--- config.mk ---
export PLATFORM = sky130hd
export DESIGN_NAME = bridge_b0_tile_reader_flat
export DESIGN_NICKNAME = d
export VERILOG_FILES = /design/src/rtl/bridge_b0_tile_reader_if.sv /design/src/rtl/bridge_b0_tile_reader.sv /design/src/flat_wrapper.sv
export SDC_FILE = /design/constraint.sdc
export NUM_CORES = 1
export LEC_CHECK = 0
export CAP_MARGIN = 40
export CORE_MARGIN = 5
export CORE_UTILIZATION = 34
export CTS_BUF_LIST = sky130_fd_sc_hd__clkbuf_2
export CTS_CLUSTER_SIZE = 40
export DETAILED_ROUTE_END_ITERATION = 10
export PLACE_DENSITY_LB_ADDON = 0.12
export SETUP_SLACK_MARGIN = 0.02
export SLEW_MARGIN = 10
export SYNTH_ARGS = -nofsm -noshare
export SYNTH_HDL_FRONTEND = slang
export SYNTH_SLANG_ARGS = --single-unit
--- constraint.sdc ---
create_clock -name clk -period 8.54 [get_ports clk]
set_input_delay 2.135 -clock clk [delete_from_list [all_inputs] [get_ports clk]]
set_output_delay 2.135 -clock clk [all_outputs]
set_load 0.05 [all_outputs]
--- src/rtl/bridge_b0_tile_reader_if.sv ---
// bridge_b0_tile_reader_if: memory read ports, operand stream and control of the tile reader
interface bridge_b0_tile_reader_if #(
    parameter int W_DATA_W = 64,
    parameter int N_DATA_W = 64,
    parameter int ADDR_W_W = 3,
    parameter int ADDR_W_N = 3,
    parameter int TILE_W   = 2
);
    logic                start;
    logic                busy;
    logic                done;
    logic                w_rd_en;
    logic [ADDR_W_W-1:0] w_rd_addr;
    logic [W_DATA_W-1:0] w_rd_data;
    logic                n_rd_en;
    logic [ADDR_W_N-1:0] n_rd_addr;
    logic [N_DATA_W-1:0] n_rd_data;
    logic                out_valid;
    logic                out_ready;
    logic [W_DATA_W-1:0] out_w;
    logic [N_DATA_W-1:0] out_n;
    logic                out_first;
    logic                out_last;
    logic [TILE_W-1:0]   out_tile;

    modport master (
        input  start, w_rd_data, n_rd_data, out_ready,
        output busy, done, w_rd_en, w_rd_addr, n_rd_en, n_rd_addr,
               out_valid, out_w, out_n, out_first, out_last, out_tile
    );

    modport slave (
        output start, w_rd_data, n_rd_data, out_ready,
        input  busy, done, w_rd_en, w_rd_addr, n_rd_en, n_rd_addr,
               out_valid, out_w, out_n, out_first, out_last, out_tile
    );
endinterface

--- src/rtl/bridge_b0_tile_reader.sv ---
// bridge_b0_tile_reader: walks west/north buffers tile by tile and streams operand pairs
module bridge_b0_tile_reader #(
    parameter int W_DATA_W  = 64,
    parameter int N_DATA_W  = 64,
    parameter int ROW_TILES = 2,
    parameter int COL_TILES = 2,
    parameter int INNER     = 4,
    parameter int ADDR_W_W  = (ROW_TILES * INNER > 1) ? $clog2(ROW_TILES * INNER) : 1,
    parameter int ADDR_W_N  = (COL_TILES * INNER > 1) ? $clog2(COL_TILES * INNER) : 1
) (
    input logic clk,
    input logic rst,
    bridge_b0_tile_reader_if.master bus
);
    localparam int TILE_W = (ROW_TILES * COL_TILES > 1) ? $clog2(ROW_TILES * COL_TILES) : 1;
    localparam int RW     = (ROW_TILES > 1) ? $clog2(ROW_TILES) : 1;
    localparam int CW     = (COL_TILES > 1) ? $clog2(COL_TILES) : 1;
    localparam int KW     = (INNER > 1) ? $clog2(INNER) : 1;
    localparam int EW     = W_DATA_W + N_DATA_W + 2 + TILE_W;

    typedef enum logic [1:0] {IDLE, RUN, DRAIN, DONE} state_t;

    state_t            state;
    logic [RW-1:0]     r;
    logic [CW-1:0]     c;
    logic [KW-1:0]     k;
    logic              busy_q;
    logic              done_q;
    logic              inflight;
    logic              p_first;
    logic              p_last;
    logic [TILE_W-1:0] p_tile;
    logic [EW-1:0]     mem [2];
    logic              wr_ptr;
    logic              rd_ptr;
    logic [1:0]        count;
    logic [1:0]        occ;
    logic              head_valid;
    logic [EW-1:0]     head;
    logic              pop;
    logic              pop_mem;
    logic              push;
    logic              issue;
    logic              k_end;
    logic              c_end;
    logic              r_end;
    logic [TILE_W-1:0] tile;

    // An empty FIFO falls through to the returning read so data reaches the multiplier the cycle it arrives
    always_comb begin
        k_end      = k == KW'(INNER - 1);
        c_end      = c == CW'(COL_TILES - 1);
        r_end      = r == RW'(ROW_TILES - 1);
        tile       = TILE_W'(r * COL_TILES + c);
        occ        = count + {1'b0, inflight};
        head_valid = count != 2'd0 || inflight;
        head       = count != 2'd0 ? mem[rd_ptr] : {bus.w_rd_data, bus.n_rd_data, p_first, p_last, p_tile};
        pop        = head_valid && bus.out_ready;
        pop_mem    = pop && count != 2'd0;
        push       = inflight && (count != 2'd0 || !pop);
        issue      = state == RUN && (occ < 2'd2 || pop);
    end

    assign bus.w_rd_en   = issue;
    assign bus.n_rd_en   = issue;
    assign bus.w_rd_addr = issue ? ADDR_W_W'(r * INNER + k) : '0;
    assign bus.n_rd_addr = issue ? ADDR_W_N'(c * INNER + k) : '0;
    assign bus.out_valid = head_valid;
    assign {bus.out_w, bus.out_n, bus.out_first, bus.out_last, bus.out_tile} = head_valid ? head : '0;
    assign bus.busy      = busy_q;
    assign bus.done      = done_q;

    // Pass sequencer: loop counters advance only on an issued beat
    always_ff @(posedge clk or posedge rst) begin
        if (rst) begin
            state  <= IDLE;
            r      <= '0;
            c      <= '0;
            k      <= '0;
            busy_q <= 1'b0;
            done_q <= 1'b0;
        end else begin
            case (state)
                IDLE: if (bus.start) begin
                    state  <= RUN;
                    busy_q <= 1'b1;
                    r      <= '0;
                    c      <= '0;
                    k      <= '0;
                end
                RUN: if (issue) begin
                    k <= k_end ? '0 : k + 1'b1;
                    c <= k_end ? (c_end ? '0 : c + 1'b1) : c;
                    r <= (k_end && c_end) ? (r_end ? '0 : r + 1'b1) : r;
                    state <= (k_end && c_end && r_end) ? DRAIN : RUN;
                end
                DRAIN: if (occ == {1'b0, pop}) begin
                    state  <= DONE;
                    done_q <= 1'b1;
                end
                default: begin
                    state  <= IDLE;
                    done_q <= 1'b0;
                    busy_q <= 1'b0;
                end
            endcase
        end
    end

    // Read-latency pipe for the beat sideband and FIFO occupancy bookkeeping
    always_ff @(posedge clk or posedge rst) begin
        if (rst) begin
            inflight <= 1'b0;
            p_first  <= 1'b0;
            p_last   <= 1'b0;
            p_tile   <= '0;
            wr_ptr   <= 1'b0;
            rd_ptr   <= 1'b0;
            count    <= 2'd0;
        end else begin
            inflight <= issue;
            if (issue) begin
                p_first <= k == '0;
                p_last  <= k_end;
                p_tile  <= tile;
            end
            if (push) wr_ptr <= ~wr_ptr;
            if (pop_mem) rd_ptr <= ~rd_ptr;
            count <= count + {1'b0, push} - {1'b0, pop_mem};
        end
    end

    // FIFO storage needs no reset; occupancy alone decides what is visible
    always_ff @(posedge clk) begin
        if (push) mem[wr_ptr] <= {bus.w_rd_data, bus.n_rd_data, p_first, p_last, p_tile};
    end
endmodule
--- src/flat_wrapper.sv ---
// flat-port wrapper written by rule: the top's interface ports become plain ports
module bridge_b0_tile_reader_flat 
#(
    parameter int W_DATA_W  = 64,
    parameter int N_DATA_W  = 64,
    parameter int ROW_TILES = 2,
    parameter int COL_TILES = 2,
    parameter int INNER     = 4,
    parameter int ADDR_W_W  = (ROW_TILES * INNER > 1) ? $clog2(ROW_TILES * INNER) : 1,
    parameter int ADDR_W_N  = (COL_TILES * INNER > 1) ? $clog2(COL_TILES * INNER) : 1
)
  (clk, rst, bus_start, bus_w_rd_data, bus_n_rd_data, bus_out_ready, bus_busy, bus_done, bus_w_rd_en, bus_w_rd_addr, bus_n_rd_en, bus_n_rd_addr, bus_out_valid, bus_out_w, bus_out_n, bus_out_first, bus_out_last, bus_out_tile);
  bridge_b0_tile_reader_if #(.W_DATA_W(W_DATA_W), .N_DATA_W(N_DATA_W), .ADDR_W_W(ADDR_W_W), .ADDR_W_N(ADDR_W_N)) bus_i ();
  input logic clk;
  input logic rst;
  input wire logic [$bits(bus_i.start)-1:0] bus_start;
  input wire logic [$bits(bus_i.w_rd_data)-1:0] bus_w_rd_data;
  input wire logic [$bits(bus_i.n_rd_data)-1:0] bus_n_rd_data;
  input wire logic [$bits(bus_i.out_ready)-1:0] bus_out_ready;
  output wire logic [$bits(bus_i.busy)-1:0] bus_busy;
  output wire logic [$bits(bus_i.done)-1:0] bus_done;
  output wire logic [$bits(bus_i.w_rd_en)-1:0] bus_w_rd_en;
  output wire logic [$bits(bus_i.w_rd_addr)-1:0] bus_w_rd_addr;
  output wire logic [$bits(bus_i.n_rd_en)-1:0] bus_n_rd_en;
  output wire logic [$bits(bus_i.n_rd_addr)-1:0] bus_n_rd_addr;
  output wire logic [$bits(bus_i.out_valid)-1:0] bus_out_valid;
  output wire logic [$bits(bus_i.out_w)-1:0] bus_out_w;
  output wire logic [$bits(bus_i.out_n)-1:0] bus_out_n;
  output wire logic [$bits(bus_i.out_first)-1:0] bus_out_first;
  output wire logic [$bits(bus_i.out_last)-1:0] bus_out_last;
  output wire logic [$bits(bus_i.out_tile)-1:0] bus_out_tile;
  assign bus_i.start = bus_start;
  assign bus_i.w_rd_data = bus_w_rd_data;
  assign bus_i.n_rd_data = bus_n_rd_data;
  assign bus_i.out_ready = bus_out_ready;
  assign bus_busy = bus_i.busy;
  assign bus_done = bus_i.done;
  assign bus_w_rd_en = bus_i.w_rd_en;
  assign bus_w_rd_addr = bus_i.w_rd_addr;
  assign bus_n_rd_en = bus_i.n_rd_en;
  assign bus_n_rd_addr = bus_i.n_rd_addr;
  assign bus_out_valid = bus_i.out_valid;
  assign bus_out_w = bus_i.out_w;
  assign bus_out_n = bus_i.out_n;
  assign bus_out_first = bus_i.out_first;
  assign bus_out_last = bus_i.out_last;
  assign bus_out_tile = bus_i.out_tile;
  bridge_b0_tile_reader #(.W_DATA_W(W_DATA_W), .N_DATA_W(N_DATA_W), .ROW_TILES(ROW_TILES), .COL_TILES(COL_TILES), .INNER(INNER), .ADDR_W_W(ADDR_W_W), .ADDR_W_N(ADDR_W_N)) u_core (.clk(clk), .rst(rst), .bus(bus_i));
endmodule
# After elaboration in Yosys (flattened, before gate mapping)

Memories as Yosys holds them, arrays and structs flattened.
Index checks and enable logic that the tools add are counted.

Bits in registers: 17
RAM bits: 264
Bits of input ports: 132
Output and inout bits: 143
Word-level logic and storage cells: 87
Memories kept: 1

$add $sub $neg: 9
$lt $le $gt $ge: 1
Eq/ne operators: 9
Mux-type cells: 28
Bitwise operators: 4
Reductions and logical operators: 22

Memory list:

| memory     | depth | width | read ports | clocked after memory_dff | wr ports | RTL line                    | text |
|---|---|---|---|---|---|---|---|
| u_core.mem | 2     | 132   | 1          | 0                        | 1        | bridge_b0_tile_reader.sv:33 | `logic [EW-1:0] mem [2];` |

Operators by type and width:

| kind                                                            | count |
|---|---|
| 132-bit two-way mux                                             | 2 |
| 2-bit two-way mux                                               | 7 |
| 1-bit two-way mux                                               | 11 |
| 1-bit one-hot mux with 2 select lines                           | 4 |
| 4-bit AND reduction                                             | 2 |
| 2-bit by 1-bit adder with 2-bit output                          | 3 |
| 3-bit by 2-bit adder with 3-bit output                          | 2 |
| 1-bit logical AND                                               | 6 |
| 3-bit two-way mux                                               | 2 |
| 2-bit by 1-bit != test with 1-bit output, second input constant | 3 |
| 2-bit one-hot mux with 3 select lines                           | 1 |
| 3-bit AND reduction                                             | 2 |
| 2-bit equality test, second input constant                      | 2 |
| 2-bit zero test                                                 | 2 |
| 2-bit != test, second input constant                            | 2 |
| 1-bit NOT                                                       | 4 |
| 2-bit one-hot mux with 2 select lines                           | 1 |
| 2-bit AND reduction                                             | 2 |
| 2-bit nonzero test                                              | 2 |
| 2-bit OR reduction                                              | 2 |
| 1-bit logical OR                                                | 3 |
| 1-bit adder, second input constant                              | 2 |
| 2-bit by 1-bit adder with 2-bit output, second input constant   | 1 |
| 2-bit by 1-bit equality test with 1-bit output                  | 1 |
| other kinds (4)                                                 | 4 |

# Logic depth before layout (Yosys ltp)

Gate-level depths: netlist of run 1.

Word-level depth: 8
Depth in mapped cells: 8
Depth with buffers taken out: 6

# Worst setup path before layout of run 1

OpenSTA, ideal clock, no wires.

Kind: input-to-reg
Start: input bus_out_ready
End: memory u_core.mem[0][0] (netlist name) (enable)
Setup time: 0.625 ns
Data arrival time: 7.804 ns
Data required time: 7.915 ns
Path slack: 0.111 ns
Stages: 3
Buffers on the path: 0
Cell sequence: nand2_1 nand2_1 nor2_1

Word-level cells in the longest chain between the ends: 6

RTL lines:

| item                                    | RTL line                     | text |
|---|---|---|
| start, declared                         | flat_wrapper.sv:19           | `input wire logic [$bits(bus_i.out_ready)-1:0] bus_out_ready;` |
| 1-bit logical AND                       | bridge_b0_tile_reader.sv:58  | `pop = head_valid && bus.out_ready;` |
| 1-bit zero test                         | bridge_b0_tile_reader.sv:60  | `push = inflight && (count != 2'd0 \|\| !pop);` |
| 1-bit logical OR                        | bridge_b0_tile_reader.sv:60  |  |
| 1-bit logical AND                       | bridge_b0_tile_reader.sv:60  |  |
| 1-bit two-way mux                       | bridge_b0_tile_reader.sv:135 | `if (push) mem[wr_ptr] <= {bus.w_rd_data, bus.n_rd_data, p_first, p_last, p_tile};` |
| 1-bit two-way mux (implied by the code) | bridge_b0_tile_reader.sv:135 |  |
| end, declared                           | bridge_b0_tile_reader.sv:33  |  |

No other way between the ends.

# Final worst setup path of run 1

Start: input bus_out_ready
End: output bus_n_rd_addr[1]

Word-level cells in the longest chain between the ends: 4

RTL lines:

| item              | RTL line                    | text |
|---|---|---|
| 1-bit logical AND | bridge_b0_tile_reader.sv:58 |  |
| 1-bit logical OR  | bridge_b0_tile_reader.sv:61 | `issue = state == RUN && (occ < 2'd2 \|\| pop);` |
| 1-bit logical AND | bridge_b0_tile_reader.sv:61 |  |
| 3-bit two-way mux | bridge_b0_tile_reader.sv:67 | `assign bus.n_rd_addr = issue ? ADDR_W_N'(c * INNER + k) : '0;` |
| end, declared     | flat_wrapper.sv:25          | `output wire logic [$bits(bus_i.n_rd_addr)-1:0] bus_n_rd_addr;` |

No other way between the ends.

==> results of run 1 <==
-- cell usage after synthesis, types with 2 or more instances --
cell type,instances,area (um2)
inv_1,7,26.28
buf_4,10,75.07
edfxtp_1,264,7928
ha_1,8,100.1
nand2_1,9,33.78
xor2_1,2,17.52
buf_6,3,33.78
mux2i_1,133,1331
o21ai_0,130,650.6
and3_1,3,18.77
o21ai_1,9,45.04
buf_1,10,37.54
xnor2_1,5,43.79
nor2_1,8,30.03
a21oi_1,2,10.01
nand3_1,135,675.7
dfrtp_1,17,425.4
nor2b_1,4,25.02
clkbuf_1,19,71.32
a21o_1,3,22.52
buf_2,22,110.1
-- critical path, cell delays in order --
cell	delay (ps)
clkdlybuf4s50_1	630
o21ai_4	130
a21oi_4	270
nand2_1	230
nor2_1	230
clkdlybuf4s50_1	830
-- path summary, 6_finish.rpt --
| path | start | endpoint | slack (ps) | depth (start not counted) |
|---|---|---|---|---|
| setup / recovery | bus_out_ready | bus_n_rd_addr[1] | 1950 | 6 |
| hold / removal | u_core.p_last | u_core.mem[1][2] | 510 | 0 |
| setup reg to reg | u_core.inflight | u_core.mem[0][57] | 5490 | 4 |
| hold reg to reg | u_core.p_last | u_core.mem[1][2] | 510 | 0 |
| max in group asynchronous | rst | u_core.rd_ptr | 6260 | 2 |
| min in group asynchronous | rst | u_core.p_first | 1720 | 2 |
-- area by class of cell --
cell class / instances / area share (%)
Timing Repair Buffer: 290 / 18.74
Antenna cell: 2 / 0.03173
Clock buffer: 114 / 3.617
Inverter: 7 / 0.1666
Tap cell: 455 / 3.609
Multi-Input combinational cell: 473 / 20.58
Sequential cell: 281 / 53.00
Clock inverter: 10 / 0.2618
-- sequential cells by signal (all words and copies together), names as in the netlist --
| register | count |
|---|---|
| u_core.p_last | 1 |
| u_core.p_first | 1 |
| u_core.rd_ptr | 1 |
| u_core.bus.done | 1 |
| u_core.state | 2 |
| u_core.k | 2 |
| u_core.r | 1 |
| u_core.mem | 264 |
| u_core.inflight | 1 |
| u_core.count | 2 |
| u_core.c | 1 |
| u_core.wr_ptr | 1 |
| u_core.bus.busy | 1 |
| u_core.p_tile | 2 |
-- placed cells by master (no fill, tap or decap), types with 2 or more instances in the layout --
cell type / synthesis / routed
clkbuf_2: 0 / 114
edfxtp_1: 264 / 264
nor2b_1: 4 / 4
nand3_1: 135 / 135
dfrtp_4: 0 / 2
o21ai_0: 130 / 130
inv_1: 7 / 7
a21o_1: 3 / 3
buf_4: 10 / 11
clkdlybuf4s50_1: 0 / 274
ha_1: 8 / 8
o21ai_1: 9 / 9
inv_2: 0 / 3
xor2_1: 2 / 2
a21oi_1: 2 / 2
nor2_4: 0 / 2
buf_16: 0 / 4
dfrtp_1: 17 / 15
mux2i_1: 133 / 133
and3_1: 3 / 2
xnor2_1: 5 / 5
nand2_1: 9 / 9
diode_2: 0 / 2
nor2_1: 8 / 7
clkinv_1: 0 / 6
-- per-layer routing --
| metal | routed length, um | vias to the layer above | track usage (%) | share of wire (%) |
|---|---|---|---|---|
| met5 | 0 | - | 0 | 0 |
| met4 | 585 | 0 | 4.982 | 2.0 |
| met3 | 1741 | 48 | 4.093 | 5.8 |
| met2 | 14560 | 209 | 24.07 | 49 |
| met1 | 13050 | 3728 | 19.48 | 44 |
| li1 | - | 3814 | - | - |
-- stage by stage --
stage	hold slack (ps)	setup slack, ps	utilization, %	instances	cell area (um2)
floorplan	460.7	111.0	-	825	11940
global placement	475.2	2014	43.45	1502	15050
detailed placement	492.6	1968	43.77	1506	15160
CTS	513.3	1954	45.54	1630	15770
global route	529.4	1831	45.55	1632	15770
finish	513.9	1947	45.55	1632	15770
-- cell families after synthesis --
group,share of synthesized area (%)
fa+ha+maj,0.8387
buf+inv,2.967
simple gates,7.003
compound gates,7.349
flops,69.99
xor+xnor,0.5137
mux,11.34
==> summary.md, run 1 <==
| Metric | Value |
|---|---|
| GRT Total Usage | `14.88%` |
| Clk_lat worst skew | `830 ps` |
| Register area share after synthesis | `69.99%` |
| Initial drt markers | `around 380` |
| Period utilisation layout | `77.21%` |
| Fraction of registers with async set/reset | `6.050%` |
| Die height | `197.4 um` |
| Largest net degree at the start of global routing | `97` |
| RSZ-0062 raised after global routing | `false` |
| CTS root buf | `clkbuf_2` |
| Row count | `68` |
| Worst min path class | `flop to flop` |
| Slew @ Worst Pin | `865.4 ps` |
| I/O Pins | `275` |
| Final critical-path required period | `roughly 6600 ps` |
| Yosys warns | `0` |
| CORE AREA | `34630 um2` |
| Postcts setup bufs | `0` |
| Area Overhead vs Synth | `32.16%` |
| Final wirelength | `29940 um` |
| Final Skew | `57.01 ps` |
| First-pass GRT wire length | `45640 um` |
| Initial antenna violation count | `1` |
| Clock transition at the registers of the reported paths | `80 ps` |
| Syn Area/Cell | `14.47 um2` |
| Vias in the first global route | `8030` |
| Global route total overflow | `0` |
| H-tree Lvls | `3` |
| Max Fclk | `151.7 MHz` |
| EDFF count, synth | `around 260` |
| Post-DP HPWL | `18440 um` |
| Fillcell total | `3167` |
| Routed vias | `7799` |
| #FFs+latches synth | `281` |
| Outcome | `complete, no violations` |
| Synth Cell Area | `11940 um2` |
| Buffer levels on the longest clock path | `3` |
| Full die area | `38950 um2` |
| Vias/cell | `4.779` |
| Startpoint Class | `input pin` |
| DRT Pass-1 Iters | `4` |
| WL/cell | `18.34 um` |
| Synthesized netlist cell count | `a little over 800` |
| DRC Markers | `0` |
| Resize count post-CTS | `0` |
| Crit end category | `output port` |
| Hold buffers post-CTS | `0` |
| Multi-input gate area | `3246 um2` |
| Worst Path Arrival | `around 4500 ps` |
| Max FO, Critical Path | `8` |
| Share of layout cells above drive strength 1 | `12.43%` |
| CTS buffer count | `76` |
| CTS tree | `yes` |
| Layout Nets | `1269` |
| Chip Width | `~200 um` |
| Register area | `approximately 8400 um2` |
| Final setup TNS | `0 ps` |
| Fin. max-slew vios | `0` |
| Most frequently used flop master after synthesis | `edfxtp_1` |
| Clk sink count | `281` |
| Number of library cell types mapped by synthesis | `43` |
| PortBufs | `between 200 and 300` |
| Antenna Violating Nets Remaining | `0` |
| Crit path required time | `around 6400 ps` |
| Count of final setup violators | `0` |
| Max-cap violations | `0` |
| Starting Density | `34.47%` |
| Slew HR | `42.31%` |
| Crit Path Class | `input pin to output port` |
| Syn Nets | `about 970` |
| Count of final hold-check violations | `0` |
| Gpl congestion | `0.7438` |
Power of run 1 is not shown: default switching activity piles up to over one toggle a cycle in this logic, so the estimate is an artifact.
==> run 2: changes to the inputs <==
==> constraint.sdc (replaced) <==
create_clock -name clk -period 5.7 [get_ports clk]
set_input_delay 1.425 -clock clk [delete_from_list [all_inputs] [get_ports clk]]
set_output_delay 1.425 -clock clk [all_outputs]
set_load 0.05 [all_outputs]
==> run 2 against run 1 <==
  * Clock-buffer cell count is 4 higher
  * Die area unchanged
  * Clock skew shrank 22 ps
  * Core utilization rose by 0.32 points
  * First-iteration DRC count down 24%
  * Critical path type unchanged
  * Largest cell class unchanged
==> summary.md, run 2 (synthesized netlist as in run 1, its figures left out) <==
| Metric | Value |
|---|---|
| Crit-path most repeated cell | `clkdlybuf4s50_1` |
| CORE AREA | `34630 um2 (unchanged)` |
| Fillcell total | `3201 (+1.1%)` |
| Largest register FFs | `264 (unchanged)` |
| DRC Markers | `0 (unchanged)` |
| Outcome | `complete, no violations` |
| Chip Width | `197.4 um (unchanged)` |
| Buffer levels on the longest clock path | `3 (unchanged)` |
| Vias in the first global route | `8141 (+1.4%)` |
| Postcts setup bufs | `0 (unchanged)` |
| Largest net degree at the start of global routing | `108 (+11%)` |
| Starting Density | `34.47% (unchanged)` |
| Worst Path Arrival | `3730 ps (-730 ps)` |
| Area Overhead vs Synth | `33.10%` |
| First-pass GRT wire length | `45550 um (-0.20%)` |
| Crit path required time | `4280 ps (-2130 ps)` |
| H-tree Lvls | `3 (unchanged)` |
| Final Skew | `34.76 ps (-22.26 ps)` |
| Routed vias | `7893 (+1.2%)` |
| Slew HR | `42.81% (+0.50 points)` |
| Share of layout cells above drive strength 1 | `12.47% (+0.043 points)` |
| Final critical-path required period | `5153 ps` |
| Cell family with most CP delay | `buffers and inverters` |
| Clk_lat worst skew | `810 ps (-20 ps)` |
| Hold worst-path end | `u_core.bus.busy` |
| Full die area | `38950 um2 (unchanged)` |
| Worst min path class | `flop to flop` |
| GRT Total Usage | `14.77% (-0.12 points)` |
| Initial drt markers | `286 (-24%)` |
| Most flops, register | `u_core.mem` |
| Critical-path cell list | `clkdlybuf4s50_1 -> o21ai_4 -> a21oi_4 -> nand2_1 -> nor2_1 -> clkdlybuf4s50_1` |
| Max FO, Critical Path | `8 (unchanged)` |
| Slew @ Worst Pin | `857.9 ps (-7.523 ps)` |
| CTS buffer count | `75 (-1.3%)` |
| Most frequent cells in the layout | `clkdlybuf4s50_1 (274), edfxtp_1 (264), nand3_1 (135), mux2i_1 (133), o21ai_0 (130)` |
| Final wirelength | `29870 um (-0.25%)` |
| DRT Pass-1 Iters | `4 (unchanged)` |
| Final setup TNS | `0 ps (unchanged)` |
| Count of final hold-check violations | `0 (unchanged)` |
| Count of final setup violators | `0 (unchanged)` |
| Crit Path Class | `input pin to output port` |
| Clk sink count | `281 (unchanged)` |
| Max-cap violations | `0 (unchanged)` |
| I/O Pins | `275 (unchanged)` |
| Slowest cell on crit path | `clkdlybuf4s50_1` |
| Startpoint Class | `input pin` |
| CTS tree | `yes` |
| Die height | `197.4 um (unchanged)` |
| Clock transition at the registers of the reported paths | `90 ps (about the same)` |
| Row count | `68 (unchanged)` |
| Vias/cell | `4.816 (+0.77%)` |
| PortBufs | `274 (unchanged)` |
| Layout Nets | `1265 (-0.32%)` |
| Resize count post-CTS | `0 (unchanged)` |
| Global route total overflow | `0 (unchanged)` |
| Post-DP HPWL | `18250 um (-1.0%)` |
| Flop-to-flop setup slack | `3160 ps (-2330 ps)` |
| Max Fclk | `194.0 MHz` |
| Crit path largest cell delay | `830 ps (about the same)` |
| Commonest non-fill, non-tap cell in the layout | `clkdlybuf4s50_1` |
| Crit path buf inv count | `2 (unchanged)` |
| Antenna Violating Nets Remaining | `0 (unchanged)` |
| Initial antenna violation count | `4 (+3)` |
| Crit. Startpoint | `bus_out_ready` |
| Reg-to-Reg End | `u_core.mem[0][62]` |
| WL/cell | `18.22 um (-0.67%)` |
| Critical R2R Launch | `u_core.count[1]` |
| Hold buffers post-CTS | `0 (unchanged)` |
| Worst Hold Path Cells | `1 (+1)` |
| Fin. max-slew vios | `0 (unchanged)` |
| RSZ-0062 raised after global routing | `false` |
| Crit end category | `output port` |
| CTS root buf | `clkbuf_2` |
| Worst reg2reg path depth | `5 (+1)` |
| Gpl congestion | `0.7165 (-3.7%)` |
| Period utilisation layout | `90.41%` |
| Min-delay src | `u_core.bus.busy` |
[run 2: worst max-delay path by stage]
stage,to,slack (ps),cells past startpoint
CTS,bus_n_rd_addr[1],470,6
finish,bus_w_rd_addr[1],550,6
global route,bus_w_rd_addr[1],340,6
floorplan,u_core.mem[0][0],210,3
global placement,bus_n_rd_addr[1],610,6
detailed placement,bus_n_rd_addr[1],550,6
[run 2: cell type report]
cell class	count	area (um2)	share of cell area, %
Tap cell	455	569.3	3.584
Timing Repair Buffer	287	2953	18.59
Multi-Input combinational cell	473	3246	20.43
Clock inverter	13	127.6	0.8034
Clock buffer	118	590.6	3.718
Sequential cell	281	8361	52.63
Inverter	7	26.28	0.1654
Antenna cell	5	12.51	0.07877
[run 2: stage by stage]
step           area, um2  utilization [%]  std cells  setup WS, ps  hold WS [ps]
3_5_place_dp       15150            43.76       1503         553.1         495.3
2_1_floorplan      11940                -        825         208.1         460.7
4_1_cts            15870            45.84       1634         474.3         514.9
6_report           15890            45.87       1639         546.6         513.9
3_3_place_gp       15150            43.76       1503         609.2         483.0
5_1_grt            15880            45.87       1638         344.1         536.3
[run 2: worst register-to-register path: stages (launching register included)]
cell and delay [ps]:
dfrtp_1 570, nor2_4 230, nand2_1 140, nand2_1 160, nor2_4 600, buf_12 390
[run 2: layer usage]
layer,vias to the layer above,wire (um),global-route usage (%)
li1,3824,-,-
met1,3775,12990,18.91
met2,233,14230,23.63
met3,61,1802,3.906
met4,0,836,6.677
met5,-,0,0
Power of run 2 is left out for the same reason.
